`config.mk`:
```
export PLATFORM = sky130hd
export DESIGN_NAME = alarm_sequencer
export DESIGN_NICKNAME = d
export VERILOG_FILES = /design/src/rtl/alarm_sequencer.sv
export SDC_FILE = /design/constraint.sdc
export NUM_CORES = 1
export LEC_CHECK = 0
export BUFFER_PORTS_ARGS = -buffer_cell sky130_fd_sc_hd__buf_2
export CORE_UTILIZATION = 35
export DETAILED_ROUTE_END_ITERATION = 16
export GPL_TIMING_DRIVEN = 0
export HOLD_SLACK_MARGIN = 0.03
export SKIP_LAST_GASP = 1
export SLEW_MARGIN = 20
export SYNTH_ARGS = -nofsm -noshare
export SYNTH_HDL_FRONTEND = slang
export SYNTH_SLANG_ARGS = --single-unit
```
`constraint.sdc`:
```
create_clock -name clk -period 1.9 [get_ports clk]
set_input_delay 0.095 -clock clk [delete_from_list [all_inputs] [get_ports clk]]
set_output_delay 0.095 -clock clk [all_outputs]
set_load 0.1 [all_outputs]
```
`src/rtl/alarm_sequencer.sv`:
```
// Alarm ringing controller: time/alarm match -> ring, snooze, timeout, lockout; drives LED and 1 Hz buzzer.
// Build macro ALARM_SNOOZE_EN enables snooze; when undefined, snooze acts as dismiss.
module alarm_sequencer #(
  parameter int RING_TIMEOUT_S = 60,
  parameter int SNOOZE_S       = 300,
  parameter int MAX_SNOOZE     = 3
) (
  input  logic       clk,
  input  logic       rst,
  input  logic       tick_1hz,
  input  logic       alarm_en,
  input  logic       adjust,
  input  logic [4:0] cur_hour,
  input  logic [5:0] cur_min,
  input  logic [4:0] alm_hour,
  input  logic [5:0] alm_min,
  input  logic       snooze,
  input  logic       dismiss,
  output logic       ring,
  output logic       buzz,
  output logic       snoozing,
  output logic [3:0] snooze_left,
  output logic [1:0] state_dbg
);

  // Handshake: tick_1hz, snooze and dismiss are single-cycle pulses sampled on the rising clk edge.
  typedef enum logic [1:0] {
    IDLE    = 2'd0,
    RING    = 2'd1,
    SNOOZE  = 2'd2,
    LOCKOUT = 2'd3
  } state_e;

  if (RING_TIMEOUT_S < 1 || RING_TIMEOUT_S > 65535) begin : g_bad_ring
    $error("RING_TIMEOUT_S out of range 1..65535");
  end
  if (SNOOZE_S < 1 || SNOOZE_S > 65535) begin : g_bad_snooze
    $error("SNOOZE_S out of range 1..65535");
  end
  if (MAX_SNOOZE < 0 || MAX_SNOOZE > 15) begin : g_bad_max
    $error("MAX_SNOOZE out of range 0..15");
  end

  localparam logic [15:0] RING_T = 16'(RING_TIMEOUT_S);

  state_e      state_q, state_d;
  logic [15:0] timer_q, timer_d;
  logic        beep_phase_q, beep_phase_d;
  logic        match;
  logic        abort;
  logic        stop_req;

  assign match = (cur_hour == alm_hour) & (cur_min == alm_min);
  assign abort = adjust | ~alarm_en;

`ifdef ALARM_SNOOZE_EN
  localparam logic [15:0] SNZ_T   = 16'(SNOOZE_S);
  localparam logic [3:0]  MAX_SNZ = 4'(MAX_SNOOZE);

  logic [3:0] snz_used_q, snz_used_d;
  logic       snz_take;

  assign stop_req = dismiss;
  assign snz_take = snooze & (snz_used_q < MAX_SNZ);
`else
  assign stop_req = dismiss | snooze;
`endif

  always_comb begin
    state_d      = state_q;
    timer_d      = timer_q;
    beep_phase_d = beep_phase_q;
`ifdef ALARM_SNOOZE_EN
    snz_used_d   = snz_used_q;
`endif
    unique case (state_q)
      IDLE: begin
        if (alarm_en & ~adjust & match) begin
          state_d      = RING;
          timer_d      = RING_T;
          beep_phase_d = 1'b1;
`ifdef ALARM_SNOOZE_EN
          snz_used_d   = 4'd0;
`endif
        end
      end
      RING: begin
        if (abort | stop_req) begin
          state_d = LOCKOUT;
`ifdef ALARM_SNOOZE_EN
        end else if (snz_take) begin
          // A snooze on a tick cycle reloads the timer, so the tick never expires the ring.
          state_d    = SNOOZE;
          timer_d    = SNZ_T;
          snz_used_d = snz_used_q + 4'd1;
`endif
        end else if (tick_1hz) begin
          beep_phase_d = ~beep_phase_q;
          if (timer_q == 16'd1) state_d = LOCKOUT;
          else                  timer_d = timer_q - 16'd1;
        end
      end
`ifdef ALARM_SNOOZE_EN
      SNOOZE: begin
        if (abort | dismiss) begin
          state_d = LOCKOUT;
        end else if (tick_1hz) begin
          if (timer_q == 16'd1) begin
            state_d      = RING;
            timer_d      = RING_T;
            beep_phase_d = 1'b1;
          end else begin
            timer_d = timer_q - 16'd1;
          end
        end
      end
`endif
      LOCKOUT: begin
        // Held until the alarm minute has passed, so the same minute cannot retrigger.
        if (~match & ~adjust) state_d = IDLE;
      end
      default: state_d = IDLE;
    endcase
  end

  always_ff @(posedge clk or posedge rst) begin
    if (rst) begin
      state_q      <= IDLE;
      timer_q      <= 16'd0;
      beep_phase_q <= 1'b0;
    end else begin
      state_q      <= state_d;
      timer_q      <= timer_d;
      beep_phase_q <= beep_phase_d;
    end
  end

  assign ring      = (state_q == RING);
  assign buzz      = ring & beep_phase_q;
  assign state_dbg = state_q;

`ifdef ALARM_SNOOZE_EN
  always_ff @(posedge clk or posedge rst) begin
    if (rst) snz_used_q <= 4'd0;
    else     snz_used_q <= snz_used_d;
  end

  assign snoozing    = (state_q == SNOOZE);
  assign snooze_left = MAX_SNZ - snz_used_q;
`else
  assign snoozing    = 1'b0;
  assign snooze_left = 4'd0;
`endif

endmodule

```
==> results of run 1 <==
[placed cells by master (no fill, tap or decap), drive strengths merged, types with 3 or more instances in the layout]
cell	synthesis	routed
nand2	10	10
and3	7	7
clkbuf	1	3
xnor2	5	5
nand4	3	3
nand3	7	7
nor3	11	11
dfrtp	19	19
xor2	7	7
or3	3	3
inv	6	5
or4	3	3
buf	9	57
o21ai	5	5
a21oi	5	5
and2	3	3
nor4	9	9
conb	1	5
a31oi	2	3
a211o	7	7
nor2	6	6
[report_power, final]
group	switching, mW	internal, mW
Clock	0.139	0.146
Combinational	1.06	0.851
Sequential	0.261	0.598
[kinds of logic after synthesis]
kind of cell             synth area share (%)
AND/OR/NAND/NOR                          29.9
AO/OA/AOI/OAI                            17.1
flip-flops                               35.3
buffers and inverters                    7.14
XOR/XNOR                                 7.79
adder cells (fa/ha/maj)                  1.85
other                                   0.278
multiplexers                            0.742
[final cells by class]
| cell class | count | area (µm²) |
|---|---|---|
| Clock buffer | 3 | 41.3 |
| Multi-Input combinational cell | 118 | 931 |
| Clock inverter | 1 | 5.00 |
| Timing Repair Buffer | 49 | 290 |
| Buffer | 9 | 76.3 |
| Sequential cell | 19 | 493 |
| Inverter | 6 | 26.3 |
| Fill cell | 358 | 1770 |
| Tap cell | 48 | 60.1 |
[worst min-delay path, cell delays in order]
cell	delay, ns
buf_2	0.11
a21oi_1	0.07
nand2_1	0.05
[synthesized netlist by cell type (5+ instances only)]
| library cell | number | share of area [%] |
|---|---|---|
| nand2_1 | 10 | 2.8 |
| buf_4 | 5 | 2.8 |
| inv_1 | 6 | 1.7 |
| o21ai_0 | 5 | 1.9 |
| dfrtp_1 | 19 | 35 |
| nor4_1 | 5 | 2.3 |
| a21oi_1 | 5 | 1.9 |
| xor2_1 | 7 | 4.5 |
| nor3_1 | 11 | 4.1 |
| xnor2_1 | 5 | 3.2 |
| a211o_1 | 7 | 4.5 |
| and3_1 | 7 | 3.2 |
| nor2_1 | 6 | 1.7 |
| nand3_1 | 6 | 2.2 |
[per-stage QoR]
step / hold slack (ns) / setup slack [ns] / power (mW)
global placement: 0.264 / -0.350 / 2.19
CTS: 0.0803 / -0.0477 / 2.84
global route: 0.108 / -0.0914 / 3.26
detailed placement: 0.274 / -0.360 / 2.23
finish: 0.103 / -0.0312 / 3.05
floorplan: 0.0462 / -0.0528 / 1.95
[state kept, by name (all words and copies together) (netlist names)]
signal        cells
beep_phase_q      1
state_dbg         2
timer_q          16
[metal layers]
| layer | GRT usage (%) | vias up | share of wire [%] |
|---|---|---|---|
| li1 | - | 654 | - |
| met4 | 2.27 | 0 | 0.39 |
| met3 | 4.64 | 2 | 5.2 |
| met2 | 34.0 | 43 | 51 |
| met1 | 23.0 | 633 | 44 |
| met5 | 0 | - | 0 |
[what timing repair did]
item / CTS / global route
hold buffers: 1 / 0
resized for setup: 16 / 10
buffers inserted: 10 / 6
endpoints found under the setup margin: 16 / 16
pin swaps: 11 / 8
endpoints found under the hold margin: 19 / 0
gates cloned: 1 / 0
[worst min-delay path by stage]
stage	to	depth (start not counted)	slack (ns)	start
global placement	timer_q[2]	2	0.26	rst
finish	state_dbg[0]	3	0.10	adjust
floorplan	beep_phase_q	1	0.05	rst
global route	state_dbg[0]	3	0.11	adjust
CTS	state_dbg[0]	3	0.08	adjust
detailed placement	timer_q[2]	2	0.27	rst
==> impl_results.rst, run 1 <==
.. list-table::
   :header-rows: 1

   * - Metric
     - Value
   * - Clock latency at the later pin of the worst-skew pair
     - about 0.26 ns
   * - Via-per-instance ratio
     - roughly 5.3
   * - Die outline area
     - roughly 4100 µm²
   * - Ordered list of cells on the worst path
     - or2_4 -> nor4_4 -> and2_4 -> buf_8 -> a31oi_4 -> a211o_1
   * - Final core area utilization
     - ~52%
   * - Biggest cell delay along the critical path
     - ~0.48 ns
   * - Tightest Hold Check Type
     - primary input to flip-flop
   * - Synthesized cell area
     - approximately 1300 µm²
   * - Overall overflow remaining after global route
     - 0
   * - Lkg Pwr
     - between 0.9 and 1 nW
   * - Crit-path slowest cell
     - dfrtp_4
   * - Final layout net count
     - approximately 240
   * - FFs w/ async S/R, synth
     - between 90% and 100%
   * - Flop and latch count out of synthesis
     - 19
   * - Worst setup path class
     - flip-flop to flip-flop
   * - Fmax achieved
     - 0.518 GHz
   * - Setup skew after layout
     - between 0.004 and 0.005 ns
   * - Diode count
     - 0
   * - Max Fanout on Critical Path
     - 9
   * - Root cell of the clock tree
     - clkbuf_8
   * - Violations in the final reports
     - negative setup slack
   * - Dpl cells
     - between 200 and 250
   * - HPWL after detailed placement
     - 2350 µm
   * - DRT antenna net count
     - 0
   * - Reg2Reg Depth
     - 6
   * - Capturing instance or port of the critical path
     - timer_q[13]
   * - Buffer and inverter count on the worst path
     - 1
   * - Wire length reported by the detailed router
     - 3590 µm
   * - H-tree level count
     - 1
   * - Final Cycle Share
     - 102%
   * - Chip height
     - 64.1 µm
   * - Number of antenna violations at the first check in global routing
     - 0
   * - Setup crit start kind
     - flip-flop
   * - I/O Buffers
     - 32
   * - Required time at the endpoint of the critical path
     - 2.04 ns
   * - Post-Layout Cell Count
     - ~250
   * - Number of maximum-capacitance constraint violations
     - 0
   * - Area inside the core boundary
     - ~3700 µm²
   * - Number of global-route vias before repair
     - between 1000 and 1500
   * - I/O pin count
     - 38
   * - FF-to-FF setup slack
     - -0.03 ns
   * - Crit. End Element
     - flip-flop
   * - Standard-cell row count
     - 22
   * - Ratio of cells with drive above 1 in the final layout
     - between 40% and 50%
   * - Run status
     - finished, violations left
   * - Violation count after the first detailed-routing iteration
     - slightly above 90
   * - Maximum vdd drop
     - about 1.1 mV
   * - Area growth, synth to finish
     - 42.6%
   * - Cells after synthesis
     - 148
   * - Die extent in x
     - between 60 and 70 µm
   * - Final WS setup
     - -0.0312 ns
   * - Start of the worst register-to-register path
     - state_dbg[1]
   * - Yosys warns
     - 0
   * - Time the final worst path needs with I/O delays and setup
     - 1.93 ns
   * - RSZ-0062 raised after global routing
     - true
   * - Setup-violating endpoint count in the final report
     - 4
   * - Logic depth of the worst path, buffers included
     - 6
   * - Synth cell types
     - 41
   * - Global router's overall resource usage
     - between 10% and 20%
   * - Terminus of the critical flop-to-flop path
     - timer_q[13]
   * - Routability congestion estimate from global placement
     - a little under 0.8
   * - Largest net degree at the start of global routing
     - 20
   * - Family with the most delay on the worst path
     - simple AND/OR/NAND/NOR gates
   * - Worst setup path startpoint
     - state_dbg[1]
   * - CTS tree
     - yes
   * - Sequential cell area fraction in the yosys report
     - a little over a third
   * - Post-route DRC
     - 0
   * - Final instance area
     - between 1500 and 2000 µm²
   * - Final Max Tran Viols
     - 0
   * - First-pass GRT wire length
     - roughly 6000 µm
   * - PwrDens
     - ~1600 nW/µm²
   * - Buffer levels on the longest clock path
     - 2
   * - Fin Setup TNS
     - -0.0839 ns
   * - Transition time at the pin with the least slew margin
     - 0.859 ns
   * - Worst slew margin
     - roughly 42%
   * - Sink Count
     - 19
   * - Cell area reported after detailed placement
     - 1630 µm²
   * - Vias after detailed routing
     - 1332
   * - EDFF count, synth
     - 0
   * - Number of hold-slack violations in the final timing report
     - 0
   * - Wire per inst
     - 14.2 µm
   * - Average instance area after synthesis
     - a little over 9 µm²
   * - Critical path arrival
     - 2.07 ns
   * - Main flop type after synthesis
     - dfrtp_1
   * - Starting Density
     - between 30 and 40%
   * - Clock slew seen by the registers of the worst setup and hold paths
     - about 0.070 ns
   * - Total CTS buffers
     - 3
   * - Number of detailed-routing iterations run before antenna repair
     - 4
(Power assumes the default switching activity.)
==> run 2, diff against run 1 <==
- SKIP_CTS_REPAIR_TIMING: unset -> 1
- clock period: 1.9 -> 2 ns (I/O delays scaled with it)
==> run 2 against run 1 <==
The flow now finishes without violations; combinational power is 13% lower; register-to-register slack better by 0.04 ns; sequential cell count stayed put; clock power is 3% lower; power is 10% lower; clock skew is 0.0069 ns higher; die area stayed put; critical path depth stayed put; sequential power is 7.0% lower; via count is 0.30% lower; non-clock buffer count is 3 lower; maximum frequency is 2.9% lower.
==> impl_results.rst, run 2 (synthesized netlist as in run 1, its figures left out) <==
.. list-table::
   :header-rows: 1

   * - Metric
     - Value
   * - Violation count after the first detailed-routing iteration
     - 64 (-30%)
   * - Fmax achieved
     - 0.503 GHz (-2.9%)
   * - First-pass GRT wire length
     - 5090 µm (-15%)
   * - Final Cycle Share
     - 99.5% (-2.2 points)
   * - HPWL after detailed placement
     - 2330 µm (-1.1%)
   * - Via-per-instance ratio
     - 5.31 (+0.90%)
   * - Number of antenna violations at the first check in global routing
     - 0 (unchanged)
   * - Top library cells by usage in the layout, fill and taps aside
     - 32 x buf_2, 16 x buf_4, 14 x dfrtp_1, 10 x nor3_1, 9 x nand2_1
   * - Clock latency at the later pin of the worst-skew pair
     - 0.26 ns (about the same)
   * - Worst hold slack
     - 0.0982 ns (-0.00460 ns)
   * - Setup-violating endpoint count in the final report
     - 0 (-4)
   * - DRT antenna net count
     - 0 (unchanged)
   * - Critical path arrival
     - 2.13 ns (+0.06 ns)
   * - Reg2Reg Depth
     - 6 (unchanged)
   * - Overall overflow remaining after global route
     - 0 (unchanged)
   * - Tightest Hold Check Type
     - primary input to flip-flop
   * - Number of detailed-routing iterations run before antenna repair
     - 5 (+1)
   * - Starting Density
     - 36.6% (unchanged)
   * - Largest net degree at the start of global routing
     - 20 (unchanged)
   * - I/O pin count
     - 38 (unchanged)
   * - Run status
     - finished, final reports clean
   * - Transition time at the pin with the least slew margin
     - 0.978 ns (+0.120 ns)
   * - Flip-flop count of the largest register after layout
     - 16 (unchanged)
   * - Sink Count
     - 19 (unchanged)
   * - Register name with the most flops
     - timer_q
   * - Ratio of cells with drive above 1 in the final layout
     - 44.1% (-3.3 points)
   * - Number of instances on the worst hold path
     - 3 (unchanged)
   * - Fin Setup TNS
     - 0 ns (+0.0839 ns)
   * - CTS tree
     - yes
   * - Diode count
     - 0 (unchanged)
   * - Total CTS buffers
     - 3 (unchanged)
   * - Final core area utilization
     - 52.0% (-0.17 points)
   * - Area growth, synth to finish
     - 42.1%
   * - Lkg Pwr
     - 0.915 nW (-1.5%)
   * - Max Fanout on Critical Path
     - 5 (-4)
   * - Vias after detailed routing
     - 1328 (-0.30%)
   * - Area used by multi-input combinational logic
     - 933 µm² (+0.27%)
   * - Worst slew margin
     - 34.2% (-8.0 points)
   * - Die extent in x
     - 64.1 µm (unchanged)
   * - Root cell of the clock tree
     - clkbuf_8
   * - Final layout net count
     - 234 (-1.3%)
   * - Wire per inst
     - 13.6 µm (-3.7%)
   * - Buffer levels on the longest clock path
     - 2 (unchanged)
   * - Number of global-route vias before repair
     - 1159 (-14%)
   * - FILL cells
     - 355 (-0.84%)
   * - Setup skew after layout
     - 0.0116 ns (+0.00689 ns)
   * - Die outline area
     - 4110 µm² (unchanged)
   * - H-tree level count
     - 1 (unchanged)
   * - Crit. End Element
     - flip-flop
   * - Number of maximum-capacitance constraint violations
     - 0 (unchanged)
   * - Global router's overall resource usage
     - 15.9% (-3.0 points)
   * - Worst setup path class
     - flip-flop to flip-flop
   * - PwrDens
     - 1430 nW/µm² (-10%)
   * - I/O Buffers
     - 32 (unchanged)
   * - Setup crit start kind
     - flip-flop
   * - Chip height
     - 64.1 µm (unchanged)
   * - RSZ-0062 raised after global routing
     - true
   * - Post-route DRC
     - 0 (unchanged)
   * - Standard-cell row count
     - 22 (unchanged)
   * - Register cell area after layout
     - 487 µm² (-1.3%)
   * - Area inside the core boundary
     - 3690 µm² (unchanged)
   * - Required time at the endpoint of the critical path
     - 2.14 ns (+0.10 ns)
   * - Routability congestion estimate from global placement
     - 0.806 (+4.4%)
   * - Maximum vdd drop
     - 0.914 mV (-17%)
   * - Wire length reported by the detailed router
     - 3410 µm (-4.9%)
   * - Time the final worst path needs with I/O delays and setup
     - 1.99 ns (+0.0582 ns)
   * - Clock slew seen by the registers of the worst setup and hold paths
     - 0.07 ns (about the same)
   * - Number of hold-slack violations in the final timing report
     - 0 (unchanged)
   * - Most frequent standard cell in the layout excluding fill and tap cells
     - buf_2
   * - Final Max Tran Viols
     - 0 (unchanged)
[run 2: cell count changes in the layout (fill, tap and decap cells not counted), sizes merged]
cell / delta
clkbuf: +3
buf: -6
[run 2: per-layer routing]
layer | up-vias | wire length (µm) | GRT usage [%]
li1 | 649 | - | -
met1 | 632 | 1440 | 18.4
met2 | 47 | 1710 | 29.7
met3 | 0 | 259 | 4.29
met4 | 0 | 0 | 1.70
met5 | - | 0 | 0
[run 2: through the flow]
step	std cells	instance area (µm²)	setup slack, ns	power, mW
CTS	236	1660	-0.274	2.38
detailed placement	232	1620	-0.250	2.10
floorplan	152	1400	0.00841	1.84
global route	250	1920	-0.101	2.93
finish	250	1920	0.0106	2.74
global placement	232	1620	-0.231	2.07
[run 2: final timing paths]
| path | startpoint | to | slack [ns] |
|---|---|---|---|
| min reg2reg | state_dbg[1] | state_dbg[1] | 0.51 |
| max in group asynchronous | rst | state_dbg[1] | 0.94 |
| min in group asynchronous | rst | timer_q[4] | 0.50 |
| max reg2reg | state_dbg[1] | timer_q[15] | 0.01 |
| max | state_dbg[1] | timer_q[15] | 0.01 |
| min | adjust | state_dbg[0] | 0.1 |
[run 2: power breakdown]
group	leakage, nW	internal [mW]	switching, mW
clock	0.0255	0.139	0.138
sequential	0.244	0.559	0.240
combinational	0.645	0.716	0.943
[run 2: area by class of cell]
class / instances / share of cell area, %
Clock buffer: 3 / 2.15
Timing Repair Buffer: 45 / 14.7
Buffer: 10 / 4.31
Inverter: 6 / 1.37
Tap cell: 48 / 3.13
Multi-Input combinational cell: 118 / 48.7
Clock inverter: 1 / 0.261
Sequential cell: 19 / 25.4
[run 2: worst max-delay path, cell delays in order, from the launching register on]
cell and delay, ns:
dfrtp_4 0.48, or2_4 0.26, nor4_4 0.36, and2_4 0.24, clkbuf_16 0.15, a31oi_4 0.05, a211o_1 0.34
